## src/rtl/tetris_pkg.sv

```systemverilog
// Shared definitions for the Tetris game-flow sequencer: datapath command
// codes, game-state output codes, FSM state type and line-clear scoring.
// Optional macro TETRIS_PAUSE_EN adds the PAUSED state to the FSM type.
package tetris_pkg;

    // Commands sent to the board-occupancy datapath
    localparam logic [2:0] CMD_RESET_BOARD = 3'd0;
    localparam logic [2:0] CMD_SPAWN       = 3'd1;
    localparam logic [2:0] CMD_LEFT        = 3'd2;
    localparam logic [2:0] CMD_RIGHT       = 3'd3;
    localparam logic [2:0] CMD_ROT         = 3'd4;
    localparam logic [2:0] CMD_DOWN        = 3'd5;
    localparam logic [2:0] CMD_LOCK        = 3'd6;

    // Game state as seen by the pixel colour mapper
    localparam logic [1:0] ST_COVER = 2'd0;
    localparam logic [1:0] ST_PLAY  = 2'd1;
    localparam logic [1:0] ST_END   = 2'd2;

    // Points awarded for 0..4 cleared lines
    localparam logic [15:0] SCORE_L0 = 16'd0;
    localparam logic [15:0] SCORE_L1 = 16'd1;
    localparam logic [15:0] SCORE_L2 = 16'd3;
    localparam logic [15:0] SCORE_L3 = 16'd5;
    localparam logic [15:0] SCORE_L4 = 16'd8;

    typedef enum logic [2:0] {
        FSM_COVER     = 3'd0,
        FSM_RST_ISSUE = 3'd1,
        FSM_SPAWN     = 3'd2,
        FSM_IDLE      = 3'd3,
        FSM_WAIT      = 3'd4,
        FSM_LOCK      = 3'd5,
        FSM_OVER      = 3'd6
`ifdef TETRIS_PAUSE_EN
        ,
        FSM_PAUSED    = 3'd7
`endif
    } fsm_t;

    // Points for a LOCK response; anything above four lines scores as four
    function automatic logic [15:0] score_points(input logic [2:0] lines);
        logic [15:0] pts;
        case (lines)
            3'd0:    pts = SCORE_L0;
            3'd1:    pts = SCORE_L1;
            3'd2:    pts = SCORE_L2;
            3'd3:    pts = SCORE_L3;
            default: pts = SCORE_L4;
        endcase
        return pts;
    endfunction

    // Saturating score update
    function automatic logic [15:0] score_add(input logic [15:0] score, input logic [2:0] lines);
        logic [16:0] sum;
        sum = {1'b0, score} + {1'b0, score_points(lines)};
        return sum[16] ? 16'hFFFF : sum[15:0];
    endfunction

    // Only the cover and game-over screens differ; every other state is play
    function automatic logic [1:0] state_code(input fsm_t s);
        logic [1:0] code;
        case (s)
            FSM_COVER: code = ST_COVER;
            FSM_OVER:  code = ST_END;
            default:   code = ST_PLAY;
        endcase
        return code;
    endfunction

endpackage

```

## src/rtl/shape_lfsr.sv

```systemverilog
// Free-running 8-bit Fibonacci LFSR (x^8+x^6+x^5+x^4+1) and the mapping of
// its low bits onto the seven tetromino shape codes 0..6.
module shape_lfsr #(
    parameter logic [7:0] LFSR_SEED = 8'h01
) (
    input  logic       clk,
    input  logic       rst,
    output logic [2:0] shape
);

    logic [7:0] r_lfsr;
    logic       w_feedback;

    assign w_feedback = r_lfsr[7] ^ r_lfsr[5] ^ r_lfsr[4] ^ r_lfsr[3];

    // Advance the LFSR every clock so the spawned shape depends on player timing
    always_ff @(posedge clk) begin
        if (rst) begin
            r_lfsr <= LFSR_SEED;
        end else begin
            r_lfsr <= {r_lfsr[6:0], w_feedback};
        end
    end

    // Code 7 is not a shape; fold it onto 0..3 using two other LFSR bits
    assign shape = (r_lfsr[2:0] != 3'd7) ? r_lfsr[2:0] : {1'b0, r_lfsr[4:3]};

endmodule

```

## src/rtl/tetris_flow_ctrl.sv

```systemverilog
// Tetris game-flow sequencer: game state, shape selection, gravity, key
// latching, one-outstanding command/response handshake to the board
// datapath and a saturating score.
// Optional macro TETRIS_PAUSE_EN: key_start in IDLE pauses the game.
module tetris_flow_ctrl
    import tetris_pkg::*;
#(
    parameter int         DROP_FRAMES = 30,
    parameter logic [7:0] LFSR_SEED   = 8'h01
) (
    input  logic        clk,
    input  logic        rst,
    input  logic        key_start,
    input  logic        key_left,
    input  logic        key_right,
    input  logic        key_rot,
    input  logic        key_down,
    input  logic        frame_end,
    output logic        cmd_valid,
    output logic [2:0]  cmd,
    input  logic        cmd_ready,
    input  logic        rsp_valid,
    input  logic        rsp_ok,
    input  logic [2:0]  rsp_lines,
    output logic [1:0]  state,
    output logic [2:0]  shape,
    output logic [15:0] score
);

    localparam int            CW        = $clog2(DROP_FRAMES);
    localparam logic [CW-1:0] GRAV_LAST = CW'(DROP_FRAMES - 1);

    fsm_t          r_fsm;
    logic          r_cmd_valid;
    logic [2:0]    r_cmd;
    logic [1:0]    r_state;
    logic [2:0]    r_shape;
    logic [15:0]   r_score;
    logic          r_issued;     // command of the current issue state already driven
    logic          r_wait_rsp;   // accepted, response not yet seen
    logic          r_left_pend;
    logic          r_right_pend;
    logic          r_rot_pend;
    logic          r_down_pend;
    logic          r_drop_pend;
    logic [CW-1:0] r_grav_cnt;
`ifdef TETRIS_PAUSE_EN
    logic          r_start_pend;
`endif

    logic [2:0]    w_lfsr_shape;
    logic          w_play;
    logic          w_accept;
    logic          w_rsp;
    logic          w_frame_step;
    logic          w_grav_wrap;

    shape_lfsr #(
        .LFSR_SEED (LFSR_SEED)
    ) u_shape_lfsr (
        .clk   (clk),
        .rst   (rst),
        .shape (w_lfsr_shape)
    );

    // States in which keys are latched and gravity runs (PAUSED is excluded)
    assign w_play = (r_fsm == FSM_SPAWN) || (r_fsm == FSM_IDLE) ||
                    (r_fsm == FSM_WAIT)  || (r_fsm == FSM_LOCK);

    // A response counts only for an accepted command, including same-cycle accept
    assign w_accept     = r_cmd_valid && cmd_ready;
    assign w_rsp        = rsp_valid && (w_accept || r_wait_rsp);
    assign w_frame_step = w_play && frame_end;
    assign w_grav_wrap  = w_frame_step && (r_grav_cnt == GRAV_LAST);

    // Game FSM with registered command, state, shape and score outputs
    always_ff @(posedge clk) begin
        if (rst) begin
            r_fsm        <= FSM_COVER;
            r_cmd_valid  <= 1'b0;
            r_cmd        <= CMD_RESET_BOARD;
            r_state      <= ST_COVER;
            r_shape      <= 3'd0;
            r_score      <= 16'd0;
            r_issued     <= 1'b0;
            r_wait_rsp   <= 1'b0;
            r_left_pend  <= 1'b0;
            r_right_pend <= 1'b0;
            r_rot_pend   <= 1'b0;
            r_down_pend  <= 1'b0;
            r_drop_pend  <= 1'b0;
            r_grav_cnt   <= '0;
`ifdef TETRIS_PAUSE_EN
            r_start_pend <= 1'b0;
`endif
        end else begin
            r_state <= state_code(r_fsm);

            if (w_accept) begin
                r_cmd_valid <= 1'b0;
                r_wait_rsp  <= ~rsp_valid;
            end else if (r_wait_rsp && rsp_valid) begin
                r_wait_rsp  <= 1'b0;
            end

            // Later assignments in the case below (flag clear on issue) win
            if (w_play) begin
                r_left_pend  <= r_left_pend  | key_left;
                r_right_pend <= r_right_pend | key_right;
                r_rot_pend   <= r_rot_pend   | key_rot;
                r_down_pend  <= r_down_pend  | key_down;
            end

            if (w_frame_step) begin
                if (w_grav_wrap) begin
                    r_grav_cnt  <= '0;
                    r_drop_pend <= 1'b1;
                end else begin
                    r_grav_cnt  <= r_grav_cnt + CW'(1);
                end
            end

            case (r_fsm)
                FSM_COVER: begin
                    r_grav_cnt <= '0;
                    if (key_start) begin
                        r_fsm <= FSM_RST_ISSUE;
                    end
                end

                FSM_RST_ISSUE: begin
                    if (!r_issued) begin
                        r_cmd_valid <= 1'b1;
                        r_cmd       <= CMD_RESET_BOARD;
                        r_issued    <= 1'b1;
                        r_score     <= 16'd0;
                    end else if (w_rsp) begin
                        r_issued <= 1'b0;
                        r_fsm    <= FSM_SPAWN;
                    end
                end

                FSM_SPAWN: begin
                    if (!r_issued) begin
                        r_cmd_valid <= 1'b1;
                        r_cmd       <= CMD_SPAWN;
                        r_issued    <= 1'b1;
                        r_shape     <= w_lfsr_shape;
                    end else if (w_rsp) begin
                        r_issued <= 1'b0;
                        if (rsp_ok) begin
                            r_fsm <= FSM_IDLE;
                        end else begin
                            r_fsm        <= FSM_OVER;
                            r_left_pend  <= 1'b0;
                            r_right_pend <= 1'b0;
                            r_rot_pend   <= 1'b0;
                            r_down_pend  <= 1'b0;
                            r_drop_pend  <= 1'b0;
`ifdef TETRIS_PAUSE_EN
                            r_start_pend <= 1'b0;
`endif
                        end
                    end
                end

                FSM_IDLE: begin
`ifdef TETRIS_PAUSE_EN
                    if (key_start || r_start_pend) begin
                        r_start_pend <= 1'b0;
                        r_fsm        <= FSM_PAUSED;
                    end else
`endif
                    if (r_drop_pend || r_down_pend) begin
                        // Gravity and a manual drop merge into one DOWN
                        r_cmd_valid <= 1'b1;
                        r_cmd       <= CMD_DOWN;
                        r_drop_pend <= w_grav_wrap;
                        r_down_pend <= key_down;
                        r_fsm       <= FSM_WAIT;
                    end else if (r_rot_pend) begin
                        r_cmd_valid <= 1'b1;
                        r_cmd       <= CMD_ROT;
                        r_rot_pend  <= key_rot;
                        r_fsm       <= FSM_WAIT;
                    end else if (r_left_pend) begin
                        r_cmd_valid <= 1'b1;
                        r_cmd       <= CMD_LEFT;
                        r_left_pend <= key_left;
                        r_fsm       <= FSM_WAIT;
                    end else if (r_right_pend) begin
                        r_cmd_valid  <= 1'b1;
                        r_cmd        <= CMD_RIGHT;
                        r_right_pend <= key_right;
                        r_fsm        <= FSM_WAIT;
                    end
                end

                FSM_WAIT: begin
`ifdef TETRIS_PAUSE_EN
                    if (key_start) begin
                        r_start_pend <= 1'b1;
                    end
`endif
                    if (w_rsp) begin
                        // A blocked move is a no-op; a blocked DOWN lands the piece
                        if ((r_cmd == CMD_DOWN) && !rsp_ok) begin
                            r_fsm <= FSM_LOCK;
                        end else begin
                            r_fsm <= FSM_IDLE;
                        end
                    end
                end

                FSM_LOCK: begin
                    if (!r_issued) begin
                        r_cmd_valid <= 1'b1;
                        r_cmd       <= CMD_LOCK;
                        r_issued    <= 1'b1;
                    end else if (w_rsp) begin
                        r_issued <= 1'b0;
                        r_score  <= score_add(r_score, rsp_lines);
                        r_fsm    <= FSM_SPAWN;
                    end
                end

                FSM_OVER: begin
                    if (key_start) begin
                        r_fsm <= FSM_COVER;
                    end
                end

`ifdef TETRIS_PAUSE_EN
                FSM_PAUSED: begin
                    if (key_start) begin
                        r_fsm <= FSM_IDLE;
                    end
                end
`endif

                default: begin
                    r_fsm <= FSM_COVER;
                end
            endcase
        end
    end

    assign cmd_valid = r_cmd_valid;
    assign cmd       = r_cmd;
    assign state     = r_state;
    assign shape     = r_shape;
    assign score     = r_score;

endmodule

```

## config.mk

```make
export PLATFORM = sky130hd
export DESIGN_NAME = tetris_flow_ctrl
export DESIGN_NICKNAME = d
export VERILOG_FILES = /design/src/rtl/tetris_pkg.sv /design/src/rtl/shape_lfsr.sv /design/src/rtl/tetris_flow_ctrl.sv
export SDC_FILE = /design/constraint.sdc
export NUM_CORES = 1
export LEC_CHECK = 0
export ABC_AREA = 0
export CAP_MARGIN = 0
export CORE_UTILIZATION = 49
export CTS_CLUSTER_SIZE = 14
export DETAILED_ROUTE_END_ITERATION = 6
export HOLD_SLACK_MARGIN = 0.02
export PLACE_DENSITY_LB_ADDON = 0.1
export SETUP_SLACK_MARGIN = 0.4
export SLEW_MARGIN = 20
export SYNTH_ARGS = -nofsm -noshare
export SYNTH_HDL_FRONTEND = slang
export SYNTH_HIERARCHICAL = 1
export SYNTH_SLANG_ARGS = --single-unit
export TNS_END_PERCENT = 5
```

## constraint.sdc

```tcl
create_clock -name clk -period 2.8 [get_ports clk]
set_input_delay 0.42 -clock clk [delete_from_list [all_inputs] [get_ports clk]]
set_output_delay 0.42 -clock clk [all_outputs]
set_load 0.01 [all_outputs]
```

==> results.toml <==
[status]
status = "finished clean"

[grt]
grt_pass1_wl_mm = 9.14
grt_max_degree = 19
grt.total_usage = 0.215
grt_remaining_overflow = 0
grt_antenna_before_repair = 0
grt_pass1_vias = 1972

[worst_setup_path]
crit_arrival_ps = 2450
cpMostUsedCell = "nor2_1"
cpPeakStageDelay_ps = 430
cp-start-kind = "input port"
crit_chain = "clkdlybuf4s50_1 > nor2_1 > nor2_1 > ha_1 > fa_2 > a211oi_2 > nor2_2 > and2_1 > o21ai_0 > a21oi_1"
worst_setup_path_end_kind = "flip-flop"
crit_path_max_fanout = 6
critPathBufInv = 1
cp_slowest_cell = "clkdlybuf4s50_1"
critPathTopFamily = "adder cells"
worstSetupPathType = "input port to flip-flop"
crit_required_ps = 2970

[synth]
ys_top_cells_by_area = "dfxtp_1, a21oi_1, o21ai_0"
syn_area_um2 = 2520
synth-edff-count = 0
avgSynthCellArea_um2 = 8.51
syn-num-nets = 317
synth_seq_area_share = 0.382
synthDistinctLibCells = 60
ys_top_cells_by_count = "dfxtp_1, nor2_1, a21oi_1, o21ai_0, nand2_1"
ys.flop_type = "dfxtp_1"
ys_ff_latch = 48
yosysWarnings = 6
synth_largest_area_cell = "dfxtp_1"
synth_top_area_frac = 0.382
synth_most_common_cell = "dfxtp_1"
netlist_instances = 296
async_flop_share = 0

[sta]
setup_viol = 0
period_share = 0.816
drv_slew = 0
worst_pin_slew_ps = 598
rsz0062_at_grt = "yes"
final-hold-violation-count = 0
clock_skew_ps = 12.8
tns_ps = 0
relSlewSlack = 0.600
clock.fmax_mhz = 438
final.min_clock_period_ps = 2280

[clock_tree]
cts_tree = "built"
cts_buffer_depth = 2
clkTransAtPathRegs_ps = 80
cts_root_buf = "clkbuf_8"
clk_latency_ps = 300
cts_sinks = 48
numCtsBuffers = 5
htree_levels = 2

[detailed_routing]
vias = 2293
drt_wl_total_mm = 5.51
routedWlPerCell_um = 13.5
final_antenna_net_count = 0
via_per_inst = 5.63
first_pass_iters = 4
drc = 0
drt_iter0_drc = 147

[finish]
area_growth_pct = 22.2
register_area_um2 = 961
final_layout_size_suffix_gt1_frac = 0.0912
post-route-util = 0.635
multiInputGateArea_um2 = 1450
finalNetCount = 361
fillers = 464
n_antenna_cell = 0

[floorplan]
ios = 39
start_util = 0.519
rows = 25
dieArea_um2 = 5430
dieWidth_um = 73.7
die_h_um = 73.7
core_um2 = 4850

[pwr]
ir_drop_mv = 0.371
p_leak_nw = 1.17
power_density_nw_per_um2 = 568

[flow_run]
drv_cap = 0

[min_path]
hold_class = "flip-flop to flip-flop"

[placed_design]
port_buffers = 38
dp.final_hpwl_mm = 4.16
gp_congestion = 0.891
==> worst paths after layout <==
check | startpoint | end | cells after the start | slack (ps)
setup / recovery | rsp_lines[1] | score[5]$_SDFFE_PP0P_ | 10 | 520
hold / removal | u_shape_lfsr/r_lfsr[6]$_SDFF_PP0_ | u_shape_lfsr/r_lfsr[7]$_SDFF_PP0_ | 1 | 450
setup reg to reg | r_fsm[1]$_SDFFE_PP0P_ | score[7]$_SDFFE_PP0P_ | 5 | 700
hold reg to reg | u_shape_lfsr/r_lfsr[6]$_SDFF_PP0_ | u_shape_lfsr/r_lfsr[7]$_SDFF_PP0_ | 1 | 450
==> metrics by stage <==
step | setup slack (ps) | power (mW) | instances | hold WS (ps) | area (um^2)
CTS | 439 | 1.76 | 407 | 455 | 3070
floorplan | 726 | 1.21 | 296 | 414 | 2520
global placement | 174 | 1.34 | 400 | 419 | 2970
detailed placement | 99.2 | 1.34 | 400 | 436 | 2970
finish | 515 | 1.75 | 407 | 451 | 3080
global route | 381 | 1.85 | 407 | 467 | 3080
==> sequential cells by signal (all words and copies together) (netlist names), 2 cells and up <==
| signal | count |
|---|---|
| score | 16 |
| shape | 3 |
| state | 2 |
| r_fsm | 3 |
| cmd | 3 |
| r_grav_cnt | 5 |
| u_shape_lfsr/r_lfsr | 8 |
==> placed cells by master, fill, tap and decap left out, types with 7 or more instances in the layout <==
cell type / count
dfxtp_1: 48
nand4_1: 7
inv_1: 11
nor2_1: 30
buf_4: 10
nand3_1: 8
nand2_1: 20
o21ai_0: 22
a21oi_1: 24
clkdlybuf4s50_1: 38
==> final cells by class <==
type,count,share of cell area
Clock buffer,6,0.0268
Clock inverter,1,0.00285
Inverter,11,0.0134
Multi-Input combinational cell,226,0.470
Sequential cell,48,0.312
Tap cell,67,0.0272
Timing Repair Buffer,48,0.148
==> layer usage <==
layer | wire length (um) | share of wire | up-vias | global-route usage
li1 | - | - | 1161 | -
met1 | 2790 | 0.51 | 1080 | 0.317
met2 | 2450 | 0.44 | 47 | 0.319
met3 | 222 | 0.040 | 5 | 0.0412
met4 | 50 | 0.0091 | 0 | 0.0577
met5 | 0 | 0 | - | 0
==> report_power, final <==
group | total (mW) | switching (mW) | internal, mW
registers | 0.827 | 0.0837 | 0.743
clock network | 0.420 | 0.223 | 0.197
logic | 0.502 | 0.271 | 0.232
==> logic make-up (layout without fill, tap and decap cells) <==
kind of cell	Yosys count	after routing	share of synthesized area
AOI/OAI and AO/OA	92	92	0.234
and+or+nand+nor	112	112	0.237
muxes	5	5	0.0199
adders and majority gates	7	7	0.0378
xor gates and xnor gates	10	10	0.0378
buffers and inverters	22	66	0.0522
DFF	48	48	0.382
==> timing repair <==
item,in CTS,in global routing
hold buffers,0,0
pin swaps,0,0
setup buffers,0,0
endpoints found under the setup margin,1,14
resized for setup,2,5
No activity file was read; power rests on OpenSTA's default activity.
